[config.mk]
export PLATFORM = sky130hd
export DESIGN_NAME = hazard_scoreboard
export DESIGN_NICKNAME = d
export VERILOG_FILES = /design/src/rtl/hazard_scoreboard.sv
export SDC_FILE = /design/constraint.sdc
export NUM_CORES = 1
export LEC_CHECK = 0
export BUFFER_PORTS_ARGS = -buffer_cell sky130_fd_sc_hd__clkbuf_2
export CAP_MARGIN = 20
export CORE_UTILIZATION = 50
export CTS_BUF_LIST = sky130_fd_sc_hd__clkbuf_8
export CTS_CLUSTER_SIZE = 16
export DETAILED_ROUTE_END_ITERATION = 8
export GPL_TIMING_DRIVEN = 0
export PLACE_DENSITY_LB_ADDON = 0.25
export SYNTH_ARGS = -nofsm -noshare
export SYNTH_HDL_FRONTEND = slang
export SYNTH_SLANG_ARGS = --single-unit
[constraint.sdc]
create_clock -name clk -period 1.95 [get_ports clk]
set_input_delay 0.195 -clock clk [delete_from_list [all_inputs] [get_ports clk]]
set_output_delay 0.195 -clock clk [all_outputs]
set_load 0.02 [all_outputs]
[src/rtl/hazard_scoreboard.sv]
// hazard_scoreboard: in-flight destination scoreboard for a short in-order
// pipeline. Tracks DEPTH stages after ID (entry 0 = EX, entry DEPTH-1 = oldest),
// raises Hazard_Detected to freeze IF/ID, and selects forwarding sources.
// Optional feature macro: HAZARD_SCOREBOARD_FORWARDING_EN
//   defined   -> only load-use on entry 0 stalls; fwd_selN picks the youngest match
//   undefined -> any RAW match stalls; fwd_selN tied to 0
module hazard_scoreboard #(
    parameter int ADDRESS_LEN_REG_FILE = 4,
    parameter int DEPTH                = 2,
    parameter int CNT_LEN              = 16
) (
    input  logic                            clk,
    input  logic                            rst,
    input  logic                            issue_valid,
    input  logic [ADDRESS_LEN_REG_FILE-1:0] src1,
    input  logic [ADDRESS_LEN_REG_FILE-1:0] src2,
    input  logic                            Two_src,
    input  logic [ADDRESS_LEN_REG_FILE-1:0] Dest,
    input  logic                            WB_EN,
    input  logic                            MEM_R_EN,
    input  logic                            flush,
    input  logic                            stall_ext,
    output logic                            Hazard_Detected,
    output logic                            issued,
    output logic [3:0]                      fwd_sel1,
    output logic [3:0]                      fwd_sel2,
    output logic [3:0]                      occupancy,
    output logic [CNT_LEN-1:0]              stall_cnt
);

    typedef struct packed {
        logic                            valid;
        logic [ADDRESS_LEN_REG_FILE-1:0] dest;
        logic                            wb_en;
        logic                            mem_r_en;
    } entry_t;

    entry_t             entry_r      [DEPTH];
    entry_t             entry_next_s [DEPTH];
    logic [3:0]         occ_r;
    logic [3:0]         occ_next_s;
    logic [CNT_LEN-1:0] cnt_r;
    logic [CNT_LEN-1:0] cnt_next_s;

    // sel = 0 means no match, k means entry k-1 is the youngest match
    logic [3:0] sel1_s;
    logic [3:0] sel2_s;
    logic       use2_s;
    logic       load_use_s;
    logic       raw_hazard_s;
    logic       hazard_s;
    logic       issued_s;

    // Youngest matching entry per source: scan oldest to youngest so the
    // lowest index overwrites any older match.
    always_comb begin
        sel1_s = 4'd0;
        sel2_s = 4'd0;
        for (int i = DEPTH - 1; i >= 0; i--) begin
            if (entry_r[i].valid && entry_r[i].wb_en && (entry_r[i].dest == src1)) begin
                sel1_s = 4'(i + 1);
            end else begin
                sel1_s = sel1_s;
            end
            if (entry_r[i].valid && entry_r[i].wb_en && (entry_r[i].dest == src2)) begin
                sel2_s = 4'(i + 1);
            end else begin
                sel2_s = sel2_s;
            end
        end
    end

    assign use2_s = Two_src;

    // Load-use: a used source whose youngest producer is a load still in EX.
    assign load_use_s = entry_r[0].mem_r_en &&
                        ((sel1_s == 4'd1) || (use2_s && (sel2_s == 4'd1)));

`ifdef HAZARD_SCOREBOARD_FORWARDING_EN
    assign raw_hazard_s = load_use_s;
`else
    // Any in-flight producer stalls; load-use is a subset and changes nothing.
    assign raw_hazard_s = (sel1_s != 4'd0) || (use2_s && (sel2_s != 4'd0)) || load_use_s;
`endif

    // Flush squashes the ID instruction, so it overrides any hazard.
    assign hazard_s = rst && issue_valid && !flush && raw_hazard_s;
    assign issued_s = rst && issue_valid && !hazard_s && !flush && !stall_ext;

    assign Hazard_Detected = hazard_s;
    assign issued          = issued_s;

`ifdef HAZARD_SCOREBOARD_FORWARDING_EN
    assign fwd_sel1 = rst ? sel1_s : 4'd0;
    assign fwd_sel2 = (rst && use2_s) ? sel2_s : 4'd0;
`else
    assign fwd_sel1 = 4'd0;
    assign fwd_sel2 = 4'd0;
`endif

    // Next entry contents: shift toward the oldest slot, load ID or a bubble.
    always_comb begin
        for (int i = 0; i < DEPTH; i++) begin
            entry_next_s[i] = entry_r[i];
        end
        if (stall_ext) begin
            for (int i = 0; i < DEPTH; i++) begin
                entry_next_s[i] = entry_r[i];
            end
        end else begin
            for (int i = DEPTH - 1; i >= 1; i--) begin
                entry_next_s[i] = entry_r[i - 1];
            end
            if (issued_s) begin
                entry_next_s[0].valid    = 1'b1;
                entry_next_s[0].dest     = Dest;
                entry_next_s[0].wb_en    = WB_EN;
                entry_next_s[0].mem_r_en = MEM_R_EN;
            end else begin
                entry_next_s[0] = '0;
            end
        end
    end

    // Occupancy computed from the next entries so the register tracks them with no lag.
    always_comb begin
        occ_next_s = 4'd0;
        for (int i = 0; i < DEPTH; i++) begin
            occ_next_s = occ_next_s +
                         {3'd0, (entry_next_s[i].valid && entry_next_s[i].wb_en)};
        end
    end

    // Saturating stall counter; holds during external freeze.
    always_comb begin
        cnt_next_s = cnt_r;
        if (stall_ext) begin
            cnt_next_s = cnt_r;
        end else if (hazard_s && (cnt_r != {CNT_LEN{1'b1}})) begin
            cnt_next_s = cnt_r + {{(CNT_LEN-1){1'b0}}, 1'b1};
        end else begin
            cnt_next_s = cnt_r;
        end
    end

    // State registers with synchronous active-low reset.
    always_ff @(posedge clk) begin
        if (!rst) begin
            for (int i = 0; i < DEPTH; i++) begin
                entry_r[i] <= '0;
            end
            occ_r <= 4'd0;
            cnt_r <= {CNT_LEN{1'b0}};
        end else begin
            for (int i = 0; i < DEPTH; i++) begin
                entry_r[i] <= entry_next_s[i];
            end
            occ_r <= occ_next_s;
            cnt_r <= cnt_next_s;
        end
    end

    assign occupancy = occ_r;
    assign stall_cnt = cnt_r;

endmodule

# Yosys cells after proc, flatten, opt, wreduce, memory -nomap -nowiden
# Memories as Yosys holds them, arrays and structs flattened.
# Cells that the tools add are included.
# W data, S select, Z words.
[word_totals] output_inout_bits=30 regBits=20 latchBits=0 romBits=0 mem_count=1 input_bits=20 word_cells=52 mem_bits_rw=14
[mem_list] memory="entry_r" depth=2 word_bits=7 read_ports=2 rd_clocked_by_memory_dff=0 write_ports=2 line_no="38" source="entry_t entry_r [DEPTH];"
[classes] magnitude_cmp=0 n_div=0 n_bitwise=3 n_addsub=2 n_mux=10 n_eq_ne=7 n_shift=0 reduce_logical=27 n_mul=0
[ops] cell="$mux W7" n=3
[ops] cell="$logic_and A1 B1 Y1" n=18
[ops] cell="$add A16 B1 Y16 const B" n=1
[ops] cell="$eq A4 B4 Y1" n=4
[ops] cell="$ne A16 B16 Y1 const B" n=1
[ops] cell="$mux W14" n=1
[ops] cell="$eq A4 B1 Y1 const B" n=2
[ops] cell="$mux W4" n=2
[ops] cell="$reduce_bool A4 Y1" n=2
[ops] cell="$mux W2" n=2
[ops] cell="$logic_not A1 Y1" n=3
[ops] cell="$logic_or A1 B1 Y1" n=3
[ops] cell="$add A1 B1 Y2" n=1
[ops] cell="$mux W1" n=2
[ops] cell="$or A1 B1 Y1" n=2
[ops] cell="$reduce_and A2 Y1" n=1
[ops] cell="$not A1 Y1" n=1

# Longest topological paths before layout
# Gate-level depths: netlist of the first run.
# An unclocked memory read counts as a cell.
[depth] ltp_word=19 ltp_mapped=8 depth_no_buf=8

# Least setup slack after synthesis of the first run
# Ideal clock, no wire load.
[synth_path] path_type="reg2reg" from="memory entry_r[0][3] in the netlist's numbering" to="register occ_r[0], in the netlist occupancy[0]" n_path_buf=0 path_slack_ns=-0.051 path_stages_with_launch=9 synth_period_minus_slack_ns=2.001 setup_ns=0.115 arrival_ns=1.886 required_time_ns=1.835 path_cell_list="dfxtp_1 > xor2_1 > nor3_1 > nand3_1 > o21ai_2 > nor3_2 > a22o_1 > ha_1 > and2_1"
[synth_lines] item="start: declaration" line_no="38"
[synth_lines] item="end signal: assignment" line_no="158" source="occ_r <= occ_next_s;"
[synth_lines] item="end: declaration" line_no="40" source="logic [3:0] occ_r;"

==> metrics.md, run 1 <==
| Metric | Value |
|---|---|
| Status | complete, no violations |
| Synth Flop Type | dfxtp_1 |
| WL per Instance | 13.4 um |
| CP startpoint kind | flip-flop |
| Hold Path End | entry_r[0][5] |
| Pre-antenna DRT Iters | 4 |
| Async set-reset flop share out of synthesis | 0 |
| Slew @ Worst Pin | 0.547 ns |
| EDFF count, synth | 0 |
| DIE HEIGHT | 59.1 um |
| Seq cells post-synth | 30 |
| Synth Area in XOR/XNOR | 0.113 |
| Setup ws final | approximately 0.048 ns |
| Main combinational cell family by area after synthesis | simple AND/OR/NAND/NOR gates |
| Max clock buf depth | 2 |
| TritonCTS clock tree | built |
| GR Util All Layers | 0.241 |
| Starting Density | 0.530 |
| Clock root buffer | clkbuf_8 |
| Max-slew violations | 0 |
| R2r endpoint | occupancy[0] |
| Die ar. | 3490 um^2 |
| Diode count | 0 |
| Net count, final | 260 |
| DP Area | between 1500 and 2000 um^2 |
| Port bufs | 36 |
| WP data arrival | roughly 2.1 ns |
| Hold buffers post-CTS | 0 |
| HP Class | input port to flip-flop |
| CP Capture Type | flip-flop |
| Fraction of layout cells with a size suffix above 1 | 0.371 |
| Initial antenna violation count | 0 |
| Global-route wire length before repair | between 6 and 7 mm |
| Reg2reg start | entry_r[0][10] |
| I/O pin count | 50 |
| Period utilization | 0.975 |
| Setup Skew | between 0.003 and 0.004 ns |
| Combinational group share of total power | 0.100 |
| Fin. Hold Viols | 0 |
| Clock power frac | 0.396 |
| Post-detail-place hpwl | between 2 and 2.5 mm |
| Crit-path max FO | 4 |
| Mapped cell area | approximately 1600 um^2 |
| R2R setup slack | about 0.048 ns |
| Data required time of the critical path | 2.12 ns |
| Drt initial violations | 80 |
| Synth Area in Simple Gates | 0.230 |
| CTS Buf Count | 5 |
| VDD IR max | between 0.3 and 0.4 mV |
| P_sw | between 200 and 300 uW |
| Multi-input gate area | ~1000 um^2 |
| Most frequent cells in the layout | clkbuf_2 (34), dfxtp_1 (22), buf_4 (18), nor2_1 (13), xor2_1 (12) |
| Post-Layout Inst Area | between 2000 and 2500 um^2 |
| PwrDens | 570 nW/um^2 |
| Sw frac | 0.236 |
| Syn_area_per_cell | 9.16 um^2 |
| Hold path depth | 2 |
| Internal | approximately 940 uW |
| Max-cap violations | 0 |
| Post-route ant nets | 0 |
| Placement Setup Slack | -0.0671 ns |
| Post-synthesis mux area share | 0.0675 |
| Relative slew slack | 0.635 |
| Max Fclk | roughly 530 MHz |
| # rows | 20 |
| Drt total wl | between 3 and 4 mm |
| Global route total overflow | 0 |
| Synth Area in Compound Gates | 0.136 |
| Hold Crit Start | Dest[3] |
| Die width | 59.1 um |
| Proportion of power drawn by flip-flops and latches | 0.504 |
| Reg clk slew, reported paths | about 0.06 ns |
| DR vias/cell | around 5.2 |
| FILL cells | 253 |
| Mapped Cells | around 180 |
| Worst r2r path cells | 9 |
| Most common cell after layout, fill and taps aside | clkbuf_2 |
| Register area | 616 um^2 |
| Clk sinks | 30 |
| Core Footprint | 3080 um^2 |
| Static leakage | 0.931 nW |
| Critical path class | flip-flop to flip-flop |
| Vias in the first global route | around 1300 |
| Clk Latency, worst-skew pair | roughly 0.28 ns |
| Count of cell types in the netlist | 40 |
| H-tree lvl count | 2 |
| Drt drc | 0 |
| Placer congestion estimate | roughly 0.79 |
| RSZ-0062 raised after global routing | true |
| DR vias | 1475 |
| Area grow syn2layout | 32.8% |
| Synth warn | 0 |
| Fin crit period | roughly 1.9 ns |
| Adder-cell share of the synthesized area | 0.0153 |
| Seq/Total Area, Yosys | 0.368 |
| Finish-stage setup viols | 0 |
| Largest net degree at the start of global routing | 11 |
## power groups by stage
stage	clock (mW)	sequential (mW)	combinational (mW)
after global placement	0	0.637	0.114
final	0.489	0.622	0.124
after CTS	0.500	0.622	0.122
after global routing	0.535	0.622	0.135
after floorplan	0	0.636	0.0812
after detailed placement	0	0.637	0.114
## per-layer routing
layer | vias up | global-route usage | part of all wire
li1 | 735 | - | -
met1 | 667 | 0.299 | 0.44
met2 | 69 | 0.378 | 0.49
met3 | 4 | 0.0873 | 0.061
met4 | 0 | 0.0986 | 0.0087
met5 | - | 0 | 0
## per-stage QoR
step	instances	hold WS [ns]	power, mW	utilization	TNS [ns]
final	281	0.116	1.23	0.704	0
after global routing	281	0.120	1.29	0.704	-0.0679
after global placement	267	0.405	0.750	0.619	-0.151
after floorplan	187	0.317	0.717	-	0
after CTS	279	0.110	1.24	0.685	-0.0198
after detailed placement	267	0.408	0.751	0.619	-0.311
## sequential cells by signal, indices dropped and copies added (netlist names)
signal and count:
entry_r 12, occupancy 2, stall_cnt 16
## critical path: stages, from the launching register on
cell and delay [ns]:
dfxtp_2 0.33, xor2_1 0.15, nor3_1 0.19, nand4_1 0.16, o31ai_4 0.13, buf_6 0.16
nor3_4 0.05, a22o_1 0.21, ha_1 0.25, and2_1 0.16
## final cells by class
cell class / count / area share
sequential: 30 / 0.284
timing repair buffer: 44 / 0.122
clock buffer: 6 / 0.0381
buffer: 16 / 0.0503
tap: 44 / 0.0254
inverter: 2 / 0.00347
multi-input combinational: 139 / 0.476
## kinds of logic after synthesis
| family | count (synthesis) |
|---|---|
| DFF | 30 |
| other | 1 |
| and+or+nand+nor | 67 |
| adders and majority gates | 2 |
| AOI/OAI and AO/OA | 28 |
| xor gates and xnor gates | 21 |
| buffers and inverters | 18 |
| muxes | 11 |
## how the worst max path moves through the flow
stage | startpoint | cells past startpoint | end
detailed placement | entry_r[0][5] | 7 | stall_cnt[2]
global route | stall_cnt[1] | 8 | stall_cnt[8]
finish | entry_r[0][10] | 9 | occupancy[0]
global placement | entry_r[0][5] | 7 | occupancy[0]
floorplan | stall_cnt[0] | 7 | stall_cnt[12]
CTS | entry_r[0][2] | 7 | Hazard_Detected
## synth_stat cells (2+ instances only)
master      n  area share
clkbuf_1    4      0.0092
and2_1      4       0.015
o31ai_1     3       0.014
ha_1        2       0.015
nand3_1     8       0.025
o21ai_0     4       0.012
nand4_1     5       0.019
mux2i_1    11       0.068
buf_4      11       0.051
nor3_2      2       0.012
or3_1       3       0.012
a21oi_1     5       0.015
o21a_1      2      0.0092
nor3_1      3      0.0092
a32o_1      5       0.031
or4_1       4       0.018
xnor2_1     9       0.048
nand2_1    11       0.025
o211ai_1    2      0.0092
xor2_1     12       0.064
nor2_1     16       0.037
inv_1       2      0.0046
dfxtp_1    30        0.37
o2111ai_1   4       0.021
## what timing repair did
action	CTS	global route
buffers inserted	6	2
gates resized for setup	15	17
setup endpoints to repair	10	12
pin swaps	8	8
No activity file was read; power rests on OpenSTA's default activity.
==> run 2, diff against run 1 <==
- PLACE_DENSITY: not set -> 0.81
- PLACE_DENSITY_LB_ADDON: 0.25 -> not set
- clock period: 1.95 -> 2 ns (I/O delays scaled with it)
==> run 2 against run 1 <==
Power down 4.5%. Final cell count unchanged. Core utilization down 2.4 points. Sequential cell count unchanged. Worst hold slack better by 0.0036 ns. Register-to-register slack about the same. Critical path type is now flip-flop to output port. Largest power group unchanged. Highest routed layer unchanged.
==> metrics.md, run 2 (synthesis gave the netlist of run 1 again) <==
| Metric | Value |
|---|---|
| Routed wl met2 | 1.73 mm (-7.0%) |
| Drt drc | 0 (unchanged) |
| Port bufs | 36 (unchanged) |
| Most common cell after layout, fill and taps aside | clkbuf_2 |
| Diode count | 0 (unchanged) |
| DIE HEIGHT | 59.1 um (unchanged) |
| RSZ-0062 raised after global routing | true |
| Placer congestion estimate | 0.856 (+8.4%) |
| Static leakage | 0.913 nW (-2.0%) |
| Most frequent cells in the layout | clkbuf_2 (34), dfxtp_1 (24), buf_4 (17), nor2_1 (15), xor2_1 (12) |
| Post-route ant nets | 0 (unchanged) |
| Post-detail-place hpwl | 2.54 mm (+2.9%) |
| CP startpoint kind | flip-flop |
| WP data arrival | 1.79 ns (-0.29 ns) |
| CTS Buf Count | 5 (unchanged) |
| Area grow syn2layout | 28.3% |
| Status | complete, no violations |
| Slew @ Worst Pin | 0.518 ns (-0.0285 ns) |
| Worst Path Buf+Inv | 2 (+1) |
| WL met1 | 1.58 mm (-3.9%) |
| CP Capture Type | output port |
| Drt total wl | 3.56 mm (-5.6%) |
| Initial antenna violation count | 0 (unchanged) |
| DP Area | 1910 um^2 (unchanged) |
| Max-cap violations | 0 (unchanged) |
| Core Footprint | 3080 um^2 (unchanged) |
| PwrDens | 564 nW/um^2 (-1.1%) |
| Die width | 59.1 um (unchanged) |
| H-tree lvl count | 2 (unchanged) |
| Final hold slack | 0.120 ns (+0.00358 ns) |
| Critical path, cell by cell | xor2_1, nor3_1, nand3_1, o21ai_4, nor2_4, buf_6, nor2_1, clkbuf_4 |
| Max Fclk | about 500 MHz |
| Setup Skew | 0.00490 ns (+0.00106 ns) |
| Net count, final | 259 (-0.38%) |
| Data required time of the critical path | 1.80 ns (-0.32 ns) |
| Max-slew violations | 0 (unchanged) |
| Clock root buffer | clkbuf_8 |
| Relative slew slack | 0.654 (+0.0190) |
| Design Power | 1.18 mW (-4.5%) |
| WL per Instance | 12.7 um (-5.6%) |
| Crit-path max FO | 10 (+6) |
| Global-route wire length before repair | 5.68 mm (-7.4%) |
| GR Util All Layers | 0.222 (-0.0186) |
| Met3 routed WL | 192 um (-17%) |
| HP Class | input port to flip-flop |
| Max stage delay on crit path | 0.35 ns (+0.02 ns) |
| CP delay by family, top | simple AND/OR/NAND/NOR gates |
| Clk sinks | 30 (unchanged) |
| Number of flip-flops under the largest register name | 16 (unchanged) |
| Fraction of layout cells with a size suffix above 1 | 0.325 (-0.0464) |
| Critical path class | flip-flop to output port |
| Top Layer Used | met4 |
| Vias in the first global route | 1310 (-2.6%) |
| VDD IR max | 0.481 mV (+22%) |
| Reg clk slew, reported paths | 0.06 ns (about the same) |
| I/O pin count | 50 (unchanged) |
| Hold buffers post-CTS | 0 (unchanged) |
| Die ar. | 3490 um^2 (unchanged) |
| Max clock buf depth | 2 (unchanged) |
| Setup TNS | 0 ns (unchanged) |
| Global route total overflow | 0 (unchanged) |
| Post-Layout Inst Area | 2090 um^2 (-3.4%) |
| Drt initial violations | 47 (-41%) |
| FILL cells | 253 (unchanged) |
| # rows | 20 (unchanged) |
| CP max stage cell | dfxtp_1 |
| Period utilization | 0.993 |
| Fin crit period | between 1.5 and 2 ns |
| Pre-antenna DRT Iters | 4 (unchanged) |
| Finish-stage setup viols | 0 (unchanged) |
| DR vias | 1471 (-0.27%) |
| Clk Latency, worst-skew pair | 0.29 ns (about the same) |
| Largest net degree at the start of global routing | 11 (unchanged) |
| Starting Density | 0.530 (unchanged) |
| Fin. Hold Viols | 0 (unchanged) |
| DR vias/cell | 5.23 (-0.27%) |
| TritonCTS clock tree | built |
-- run 2: worst paths after layout --
check / cells after the start / start / end / slack (ns)
max: 8 / entry_r[0][3] / Hazard_Detected / 0.01
min: 2 / Dest[0] / entry_r[0][2] / 0.12
max reg2reg: 8 / entry_r[0][4] / occupancy[0] / 0.06
min reg2reg: 2 / stall_cnt[5] / stall_cnt[5] / 0.51
-- run 2: timing repair --
item	in CTS	in global routing
pin swaps	5	7
endpoints found under the setup margin	4	12
gates resized for setup	9	10
buffers inserted	5	2
-- run 2: per-stage QoR --
stage / instances / util / setup WS (ns)
floorplan: 187 / - / 0.114
global placement: 267 / 0.619 / 0.0170
detailed placement: 267 / 0.619 / -0.0104
CTS: 279 / 0.665 / 0.00245
global route: 281 / 0.680 / -0.0751
finish: 281 / 0.680 / 0.0138
-- run 2: final cells by class --
| cell class | count | area (um^2) | share of cell area |
|---|---|---|---|
| Buffer | 16 | 109 | 0.0520 |
| Timing Repair Buffer | 43 | 245 | 0.117 |
| Multi-Input combinational cell | 139 | 991 | 0.474 |
| Clock buffer | 5 | 68.8 | 0.0329 |
| Tap cell | 44 | 55.1 | 0.0263 |
| Inverter | 2 | 7.51 | 0.00359 |
| Sequential cell | 30 | 608 | 0.291 |
| Clock inverter | 2 | 7.51 | 0.00359 |
-- run 2: metal layers --
layer  up-vias  GRT usage
met5         -          0
met1       678      0.258
li1        744          -
met4         0     0.0884
met2        42      0.369
met3         7     0.0852
-- run 2: worst reg2reg max path: stages (launching register included) --
cell	delay (ns)
dfxtp_2	0.37
xnor2_1	0.13
nand3_1	0.14
o31ai_4	0.36
buf_6	0.17
nor3_4	0.05
a22o_1	0.21
ha_1	0.26
and2_1	0.15
-- run 2: where the power goes --
| group | switching, mW | internal [mW] |
|---|---|---|
| registers | 0.00516 | 0.603 |
| logic | 0.0657 | 0.0517 |
| clock network | 0.225 | 0.229 |
| total | 0.296 | 0.883 |
